### src/rtl/div_ctrl_pkg.sv
// div_ctrl_pkg: shared widths, funct3 codes, FSM encodings and result-cache entry type
// used by the divider issue/retire controller.
package div_ctrl_pkg;

  localparam int CPU_WIDTH      = 32;
  localparam int FUNCT3_WIDTH   = 3;
  localparam int REG_ADDR_WIDTH = 5;

  localparam logic [FUNCT3_WIDTH-1:0] INST_DIV  = 3'b100;
  localparam logic [FUNCT3_WIDTH-1:0] INST_DIVU = 3'b101;
  localparam logic [FUNCT3_WIDTH-1:0] INST_REM  = 3'b110;
  localparam logic [FUNCT3_WIDTH-1:0] INST_REMU = 3'b111;

  typedef enum logic [2:0] {
    DIVC_IDLE = 3'b001,
    DIVC_WAIT = 3'b010,
    DIVC_WB   = 3'b100
  } divc_state_e;

  typedef struct packed {
    logic [FUNCT3_WIDTH-1:0] op;
    logic [CPU_WIDTH-1:0]    rs1;
    logic [CPU_WIDTH-1:0]    rs2;
    logic [CPU_WIDTH-1:0]    result;
  } div_cache_entry_t;

  // x0 is hard-wired, so a write to it is suppressed.
  function automatic logic rd_writes(input logic [REG_ADDR_WIDTH-1:0] rd);
    return rd != {REG_ADDR_WIDTH{1'b0}};
  endfunction

endpackage

### src/rtl/div_ctrl_if.sv
// div_ctrl_if: EX request, divider handshake and register-file write-back bundle.
// master = EX/divider/regfile side, slave = div_ctrl.
interface div_ctrl_if;
  import div_ctrl_pkg::*;

  logic                      req_valid_i;
  logic [FUNCT3_WIDTH-1:0]   req_op_i;
  logic [CPU_WIDTH-1:0]      req_rs1_i;
  logic [CPU_WIDTH-1:0]      req_rs2_i;
  logic [REG_ADDR_WIDTH-1:0] req_rd_i;
  logic                      flush_i;
  logic [CPU_WIDTH-1:0]      div_dividend_o;
  logic [CPU_WIDTH-1:0]      div_divisor_o;
  logic [FUNCT3_WIDTH-1:0]   div_op_o;
  logic                      div_start_o;
  logic [CPU_WIDTH-1:0]      div_result_i;
  logic                      div_ready_i;
  logic                      div_busy_i;
  logic                      hold_o;
  logic                      wb_we_o;
  logic [REG_ADDR_WIDTH-1:0] wb_addr_o;
  logic [CPU_WIDTH-1:0]      wb_data_o;

  modport master (
    output req_valid_i, req_op_i, req_rs1_i, req_rs2_i, req_rd_i, flush_i,
    output div_result_i, div_ready_i, div_busy_i,
    input  div_dividend_o, div_divisor_o, div_op_o, div_start_o,
    input  hold_o, wb_we_o, wb_addr_o, wb_data_o
  );

  modport slave (
    input  req_valid_i, req_op_i, req_rs1_i, req_rs2_i, req_rd_i, flush_i,
    input  div_result_i, div_ready_i, div_busy_i,
    output div_dividend_o, div_divisor_o, div_op_o, div_start_o,
    output hold_o, wb_we_o, wb_addr_o, wb_data_o
  );

endinterface

### src/rtl/div_result_cache.sv
// div_result_cache: one-entry {op, rs1, rs2, result} store with lookup compare.
// Compiled only when DIV_RESULT_CACHE_EN is defined.
`ifdef DIV_RESULT_CACHE_EN
module div_result_cache
  import div_ctrl_pkg::*;
(
  input  logic                    clk,
  input  logic                    rst,
  input  logic                    wr_en_i,
  input  logic [FUNCT3_WIDTH-1:0] wr_op_i,
  input  logic [CPU_WIDTH-1:0]    wr_rs1_i,
  input  logic [CPU_WIDTH-1:0]    wr_rs2_i,
  input  logic [CPU_WIDTH-1:0]    wr_result_i,
  input  logic [FUNCT3_WIDTH-1:0] lk_op_i,
  input  logic [CPU_WIDTH-1:0]    lk_rs1_i,
  input  logic [CPU_WIDTH-1:0]    lk_rs2_i,
  output logic                    hit_o,
  output logic [CPU_WIDTH-1:0]    hit_data_o
);

  logic             valid_q;
  div_cache_entry_t entry_q;

  // Only reset invalidates the entry; a flush leaves a completed result usable.
  always_ff @(posedge clk or posedge rst) begin
    if (rst) begin
      valid_q        <= 1'b0;
      entry_q.op     <= {FUNCT3_WIDTH{1'b0}};
      entry_q.rs1    <= {CPU_WIDTH{1'b0}};
      entry_q.rs2    <= {CPU_WIDTH{1'b0}};
      entry_q.result <= {CPU_WIDTH{1'b0}};
    end else if (wr_en_i) begin
      valid_q        <= 1'b1;
      entry_q.op     <= wr_op_i;
      entry_q.rs1    <= wr_rs1_i;
      entry_q.rs2    <= wr_rs2_i;
      entry_q.result <= wr_result_i;
    end else begin
      valid_q <= valid_q;
    end
  end

  assign hit_o      = valid_q && (entry_q.op == lk_op_i) &&
                      (entry_q.rs1 == lk_rs1_i) && (entry_q.rs2 == lk_rs2_i);
  assign hit_data_o = entry_q.result;

endmodule
`endif

### src/rtl/div_ctrl.sv
// div_ctrl: EX-side issue/retire controller for the 32-bit iterative divider.
// Optional DIV_RESULT_CACHE_EN adds a one-entry result cache that bypasses the divider.
module div_ctrl
  import div_ctrl_pkg::*;
(
  input logic       clk,
  input logic       rst,
  div_ctrl_if.slave dbus
);

  divc_state_e               state_q;
  logic                      just_retired_q;
  logic                      wb_we_q;
  logic [CPU_WIDTH-1:0]      dividend_q;
  logic [CPU_WIDTH-1:0]      divisor_q;
  logic [CPU_WIDTH-1:0]      wb_data_q;
  logic [FUNCT3_WIDTH-1:0]   op_q;
  logic [REG_ADDR_WIDTH-1:0] rd_q;

  logic                 in_idle_s;
  logic                 in_wait_s;
  logic                 in_wb_s;
  logic                 issue_s;
  logic                 complete_s;
  logic                 hit_s;
  logic [CPU_WIDTH-1:0] hit_data_s;

  assign in_idle_s  = (state_q == DIVC_IDLE);
  assign in_wait_s  = (state_q == DIVC_WAIT);
  assign in_wb_s    = (state_q == DIVC_WB);
  assign issue_s    = in_idle_s && dbus.req_valid_i && !dbus.flush_i &&
                      !dbus.div_busy_i && !just_retired_q;
  assign complete_s = in_wait_s && dbus.div_ready_i && !dbus.flush_i;

`ifdef DIV_RESULT_CACHE_EN
  div_result_cache u_cache (
    .clk         (clk),
    .rst         (rst),
    .wr_en_i     (complete_s),
    .wr_op_i     (op_q),
    .wr_rs1_i    (dividend_q),
    .wr_rs2_i    (divisor_q),
    .wr_result_i (dbus.div_result_i),
    .lk_op_i     (dbus.req_op_i),
    .lk_rs1_i    (dbus.req_rs1_i),
    .lk_rs2_i    (dbus.req_rs2_i),
    .hit_o       (hit_s),
    .hit_data_o  (hit_data_s)
  );
`else
  assign hit_s      = 1'b0;
  assign hit_data_s = {CPU_WIDTH{1'b0}};
`endif

  // Controller FSM with operand latches and registered write-back port.
  always_ff @(posedge clk or posedge rst) begin
    if (rst) begin
      state_q        <= DIVC_IDLE;
      just_retired_q <= 1'b0;
      wb_we_q        <= 1'b0;
      dividend_q     <= {CPU_WIDTH{1'b0}};
      divisor_q      <= {CPU_WIDTH{1'b0}};
      wb_data_q      <= {CPU_WIDTH{1'b0}};
      op_q           <= {FUNCT3_WIDTH{1'b0}};
      rd_q           <= {REG_ADDR_WIDTH{1'b0}};
    end else begin
      // The retiring instruction is still presented by EX for one more cycle.
      just_retired_q <= in_wb_s && !dbus.flush_i;
      wb_we_q        <= 1'b0;
      if (dbus.flush_i) begin
        state_q <= DIVC_IDLE;
      end else begin
        case (state_q)
          DIVC_IDLE: begin
            if (issue_s) begin
              dividend_q <= dbus.req_rs1_i;
              divisor_q  <= dbus.req_rs2_i;
              op_q       <= dbus.req_op_i;
              rd_q       <= dbus.req_rd_i;
              if (hit_s) begin
                state_q   <= DIVC_WB;
                wb_data_q <= hit_data_s;
                wb_we_q   <= rd_writes(dbus.req_rd_i);
              end else begin
                state_q <= DIVC_WAIT;
              end
            end else begin
              state_q <= DIVC_IDLE;
            end
          end
          DIVC_WAIT: begin
            if (dbus.div_ready_i) begin
              wb_data_q <= dbus.div_result_i;
              wb_we_q   <= rd_writes(rd_q);
              state_q   <= DIVC_WB;
            end else begin
              state_q <= DIVC_WAIT;
            end
          end
          DIVC_WB: state_q <= DIVC_IDLE;
          default: state_q <= DIVC_IDLE;
        endcase
      end
    end
  end

  // Start drops in the ready cycle so the divider does not relaunch.
  assign dbus.div_start_o    = in_wait_s && !dbus.div_ready_i && !dbus.flush_i;
  assign dbus.hold_o         = !dbus.flush_i &&
                               ((in_idle_s && dbus.req_valid_i && !just_retired_q) || in_wait_s);
  assign dbus.div_dividend_o = dividend_q;
  assign dbus.div_divisor_o  = divisor_q;
  assign dbus.div_op_o       = op_q;
  assign dbus.wb_we_o        = wb_we_q && !dbus.flush_i;
  assign dbus.wb_addr_o      = rd_q;
  assign dbus.wb_data_o      = wb_data_q;

endmodule

### src/flat_wrapper.sv
// flat-port wrapper written by rule: the top's interface ports become plain ports
module div_ctrl_flat import div_ctrl_pkg::*;
  (clk, rst, dbus_req_valid_i, dbus_req_op_i, dbus_req_rs1_i, dbus_req_rs2_i, dbus_req_rd_i, dbus_flush_i, dbus_div_result_i, dbus_div_ready_i, dbus_div_busy_i, dbus_div_dividend_o, dbus_div_divisor_o, dbus_div_op_o, dbus_div_start_o, dbus_hold_o, dbus_wb_we_o, dbus_wb_addr_o, dbus_wb_data_o);
  div_ctrl_if dbus_i ();
  input logic clk;
  input logic rst;
  input wire logic [$bits(dbus_i.req_valid_i)-1:0] dbus_req_valid_i;
  input wire logic [$bits(dbus_i.req_op_i)-1:0] dbus_req_op_i;
  input wire logic [$bits(dbus_i.req_rs1_i)-1:0] dbus_req_rs1_i;
  input wire logic [$bits(dbus_i.req_rs2_i)-1:0] dbus_req_rs2_i;
  input wire logic [$bits(dbus_i.req_rd_i)-1:0] dbus_req_rd_i;
  input wire logic [$bits(dbus_i.flush_i)-1:0] dbus_flush_i;
  input wire logic [$bits(dbus_i.div_result_i)-1:0] dbus_div_result_i;
  input wire logic [$bits(dbus_i.div_ready_i)-1:0] dbus_div_ready_i;
  input wire logic [$bits(dbus_i.div_busy_i)-1:0] dbus_div_busy_i;
  output wire logic [$bits(dbus_i.div_dividend_o)-1:0] dbus_div_dividend_o;
  output wire logic [$bits(dbus_i.div_divisor_o)-1:0] dbus_div_divisor_o;
  output wire logic [$bits(dbus_i.div_op_o)-1:0] dbus_div_op_o;
  output wire logic [$bits(dbus_i.div_start_o)-1:0] dbus_div_start_o;
  output wire logic [$bits(dbus_i.hold_o)-1:0] dbus_hold_o;
  output wire logic [$bits(dbus_i.wb_we_o)-1:0] dbus_wb_we_o;
  output wire logic [$bits(dbus_i.wb_addr_o)-1:0] dbus_wb_addr_o;
  output wire logic [$bits(dbus_i.wb_data_o)-1:0] dbus_wb_data_o;
  assign dbus_i.req_valid_i = dbus_req_valid_i;
  assign dbus_i.req_op_i = dbus_req_op_i;
  assign dbus_i.req_rs1_i = dbus_req_rs1_i;
  assign dbus_i.req_rs2_i = dbus_req_rs2_i;
  assign dbus_i.req_rd_i = dbus_req_rd_i;
  assign dbus_i.flush_i = dbus_flush_i;
  assign dbus_i.div_result_i = dbus_div_result_i;
  assign dbus_i.div_ready_i = dbus_div_ready_i;
  assign dbus_i.div_busy_i = dbus_div_busy_i;
  assign dbus_div_dividend_o = dbus_i.div_dividend_o;
  assign dbus_div_divisor_o = dbus_i.div_divisor_o;
  assign dbus_div_op_o = dbus_i.div_op_o;
  assign dbus_div_start_o = dbus_i.div_start_o;
  assign dbus_hold_o = dbus_i.hold_o;
  assign dbus_wb_we_o = dbus_i.wb_we_o;
  assign dbus_wb_addr_o = dbus_i.wb_addr_o;
  assign dbus_wb_data_o = dbus_i.wb_data_o;
  div_ctrl u_core (.clk(clk), .rst(rst), .dbus(dbus_i));
endmodule
### config.mk
export PLATFORM = sky130hd
export DESIGN_NAME = div_ctrl_flat
export DESIGN_NICKNAME = d
export VERILOG_FILES = /design/src/rtl/div_ctrl_pkg.sv /design/src/rtl/div_ctrl_if.sv /design/src/rtl/div_result_cache.sv /design/src/rtl/div_ctrl.sv /design/src/flat_wrapper.sv
export SDC_FILE = /design/constraint.sdc
export NUM_CORES = 1
export LEC_CHECK = 0
export ABC_AREA = 1
export BUFFER_PORTS_ARGS = -buffer_cell sky130_fd_sc_hd__buf_2
export CAP_MARGIN = 10
export CORE_ASPECT_RATIO = 0.75
export CORE_MARGIN = 3
export CORE_UTILIZATION = 35
export DETAILED_ROUTE_END_ITERATION = 10
export HOLD_SLACK_MARGIN = 0.03
export PLACE_DENSITY = 0.64
export SYNTH_ARGS = -nofsm -noshare
export SYNTH_HDL_FRONTEND = slang
export SYNTH_SLANG_ARGS = --single-unit
### constraint.sdc
create_clock -name clk -period 6.13 [get_ports clk]
set_input_delay 0 -clock clk [delete_from_list [all_inputs] [get_ports clk]]
set_output_delay 0 -clock clk [all_outputs]
set_load 0.03 [all_outputs]
==> impl_metrics.toml <==
[status]
outcome = "complete, no violations"

[synth]
ys_seq_elements = 109
post_synthesis_cell_area_um2 = 4490
synth_top_cells_by_count = "245 x sky130_fd_sc_hd__nand2_1, 108 x sky130_fd_sc_hd__dfrtp_1, 72 x sky130_fd_sc_hd__nand4_1, 21 x sky130_fd_sc_hd__buf_2, 10 x sky130_fd_sc_hd__buf_4"
yosysSeqAreaShare_pct = 60.8
synth-edff-count = 0
synthCells = 488
postSynthNetCount = 598
async_flop_share_pct = 100
yosys_most_used_dff = "sky130_fd_sc_hd__dfrtp_1"
post-synth-top-area-fraction_pct = 60.2
postSynthAreaPerCell_um2 = 9.20
synth.yosys.warnings = 0
synth-adder-area-share_pct = 0
synth.largest_area_cell = "sky130_fd_sc_hd__dfrtp_1"
post_synth_main_area_contributors = "sky130_fd_sc_hd__dfrtp_1 60%, sky130_fd_sc_hd__nand2_1 20%, sky130_fd_sc_hd__nand4_1 10%, sky130_fd_sc_hd__buf_2 2.3%, sky130_fd_sc_hd__buf_6 1.8%"
synth-xor-area-share_pct = 0
synth_mux_area_share_pct = 0
synth_top_family_by_area = "simple AND/OR/NAND/NOR gates"
synth_compound_area_share_pct = 0.446
synth.most_common_cell = "sky130_fd_sc_hd__nand2_1"
synth.lib_cells_used.distinct = 19
yosys.area_share.simple_pct = 32.4

[cells_and_area]
area.growth.synth_to_final_pct = 55.0
post_route_cells_drive_above_1_share_pct = 31.2
fin_nets = 900
n_diodes = 0
fillCellCount = 1075

[floorplanning]
ios = 217
design.die.area_um2 = 14200
initial_core_util_pct = 36.2
coreArea_um2 = 12400
die-height_um = 104
die_x_um = 137
row_count = 35

[sta]
rsz0062_at_grt = "false"
timing.clock.skew_ns = 0.00613
setup-violations-final = 0
timing.slew.headroom_pct = 44.7
layout_min_cycle_time_ns = 2.67
timing_worst_slew_pin_value_ns = 0.830
fmax_mhz = 375
final-max-slew-violation-count = 0
worst_slack_ns = 3.46
final_hold_viol_count = 0
total_negative_slack_ns = 0
fin_crit_sh_pct = 43.5

[placement]
gp_routability_congestion = 0.775
dp_slack_ns = 3.57
portBuffers = 216
place_hpwl_um = 8470

[drt]
drt-wirelength-per-cell_um = 14.7
finalWirelength_um = 14100
drc_errors = 0
drt_first_iter_violations = 368
post_dr_vias_cell = 4.84
postRouteAntennaNets = 0
num_vias = 4649
detail_route.first_pass.iterations = 5

[setup_path]
critPathLaunchType = "flop"
setup.worst_path.end_class = "flop"
timing.critical_path.cells = "nor2_4, buf_4, nand3_2, a21oi_1, dlygate4sd3_1"
worstSetupPathType = "reg -> reg"
arrival_ns = 2.94
cp_slowest_cell = "sky130_fd_sc_hd__nand3_2"
slowest_delay_ns = 0.60
crit_path_max_fanout = 74
worstPathRequired_ns = 6.41

[grt]
grt.overflow.total = 0
grt_pass1_wl_um = 23200
first_global_vias = 4715
global_route.usage.total_pct = 20.1
grt_antenna_before_repair = 0
grt_start_max_net_pins = 75

[cts]
cts_tree = "built"
clockBufferDepth = 2
clkSinkCount = 109
root_buffer = "sky130_fd_sc_hd__clkbuf_16"
clock_insertion_delay_worst_skew_ns = 0.34
clkTransAtPathRegs_ns = 0.07
tritoncts.num_buffers = 9
h-tree-depth = 3
postCtsSetupRepairBufs = 0

[power_and_ir_drop]
total_power_mw = 2.08
irDropWorstVdd_mv = 0.151
power.static_leakage_nw = 3.93
cellPowerDensity_nw_per_um2 = 298

[min_path]
hold_class = "in -> reg"

[flow_run]
cap_violations = 0
## kinds of logic after synthesis
family,count (synthesis)
compound gates,4
flops,109
buf+inv,45
simple gates,330
## cells in the final DEF, fill, tap and decap left out, drive strengths merged
cell type	instances
nand2	245
inv	10
clkbuf	9
buf	222
clkinv	2
dlygate4sd3	107
dfstp	1
nand3b	1
nor2	7
bufinv	1
nor3	1
nand4	73
nand3	2
nor4	1
dfrtp	108
clkinvlp	1
a21oi	4
## per-layer routing
layer  part of all wire [%]  wire length (um)  vias up  global-route usage, %
met5                      0                 0        -                      0
met4                    2.7               382        0                   7.26
met3                    7.4              1050       36                   4.74
met2                     49              6900      205                   33.6
met1                     41              5780     2206                   25.3
li1                       -                 -     2202                      -
## sequential cells by signal (all words and copies together) (netlist names)
name,cells
u_core.dbus.wb_addr_o,5
u_core.dbus.div_divisor_o,32
u_core.wb_we_q,1
u_core.dbus.wb_data_o,32
u_core.state_q,3
u_core.dbus.div_op_o,3
u_core.just_retired_q,1
u_core.dbus.div_dividend_o,32
## metrics by stage
step                area [um^2]  hold slack, ns  utilization [%]  cells
floorplan                  4490           0.110                -    488
global placement           5580          0.0991             45.0    838
detailed placement         5580          0.0986             45.0    838
CTS                        6960           0.261             56.1    961
global route               6960           0.306             56.1    961
finish                     6960           0.281             56.1    961
## where the power goes
group / internal [mW] / switching [mW] / total, mW
Clock: 0.324 / 0.266 / 0.590
Combinational: 0.193 / 0.402 / 0.595
Sequential: 0.827 / 0.0636 / 0.891
## worst max-delay path: cells and delay by family, from the launching register on
kind                   cells  cell delay, ns
AOI/OAI and AO/OA          1            0.29
DFF                        1            0.40
and+or+nand+nor            2            0.70
buffers and inverters      2            1.15
## path summary, 6_finish.rpt
check / from / endpoint / slack [ns] / cells after the start
max reg2reg: u_core.just_retired_q / u_core.state_q[1] / 3.46 / 5
min in group asynchronous: rst / u_core.dbus.wb_data_o[21] / 0.30 / 3
min: dbus_div_ready_i / u_core.dbus.wb_data_o[4] / 0.28 / 5
max: u_core.just_retired_q / u_core.state_q[1] / 3.46 / 5
max in group asynchronous: rst / u_core.dbus.div_divisor_o[27] / 4.57 / 4
min reg2reg: u_core.dbus.div_divisor_o[18] / u_core.dbus.div_divisor_o[18] / 0.47 / 2
## timing repair
| action | 4_1_cts | 5_1_grt |
|---|---|---|
| gates resized for setup | 0 | 0 |
| endpoints found under the hold margin | 151 | 0 |
| endpoints found under the setup margin | 0 | 0 |
| hold buffers | 107 | 0 |
## cell type report
type	instances	area, um^2	share of cell area, %
flip-flops and latches	109	2730	39.2
repair buffers	329	2200	31.6
multi-input cells	334	1490	21.4
clock buffers	9	225	3.24
well taps	166	208	2.99
clock inverters	7	82.6	1.19
inverters	7	28.8	0.414
No activity file was read; power rests on OpenSTA's default activity.
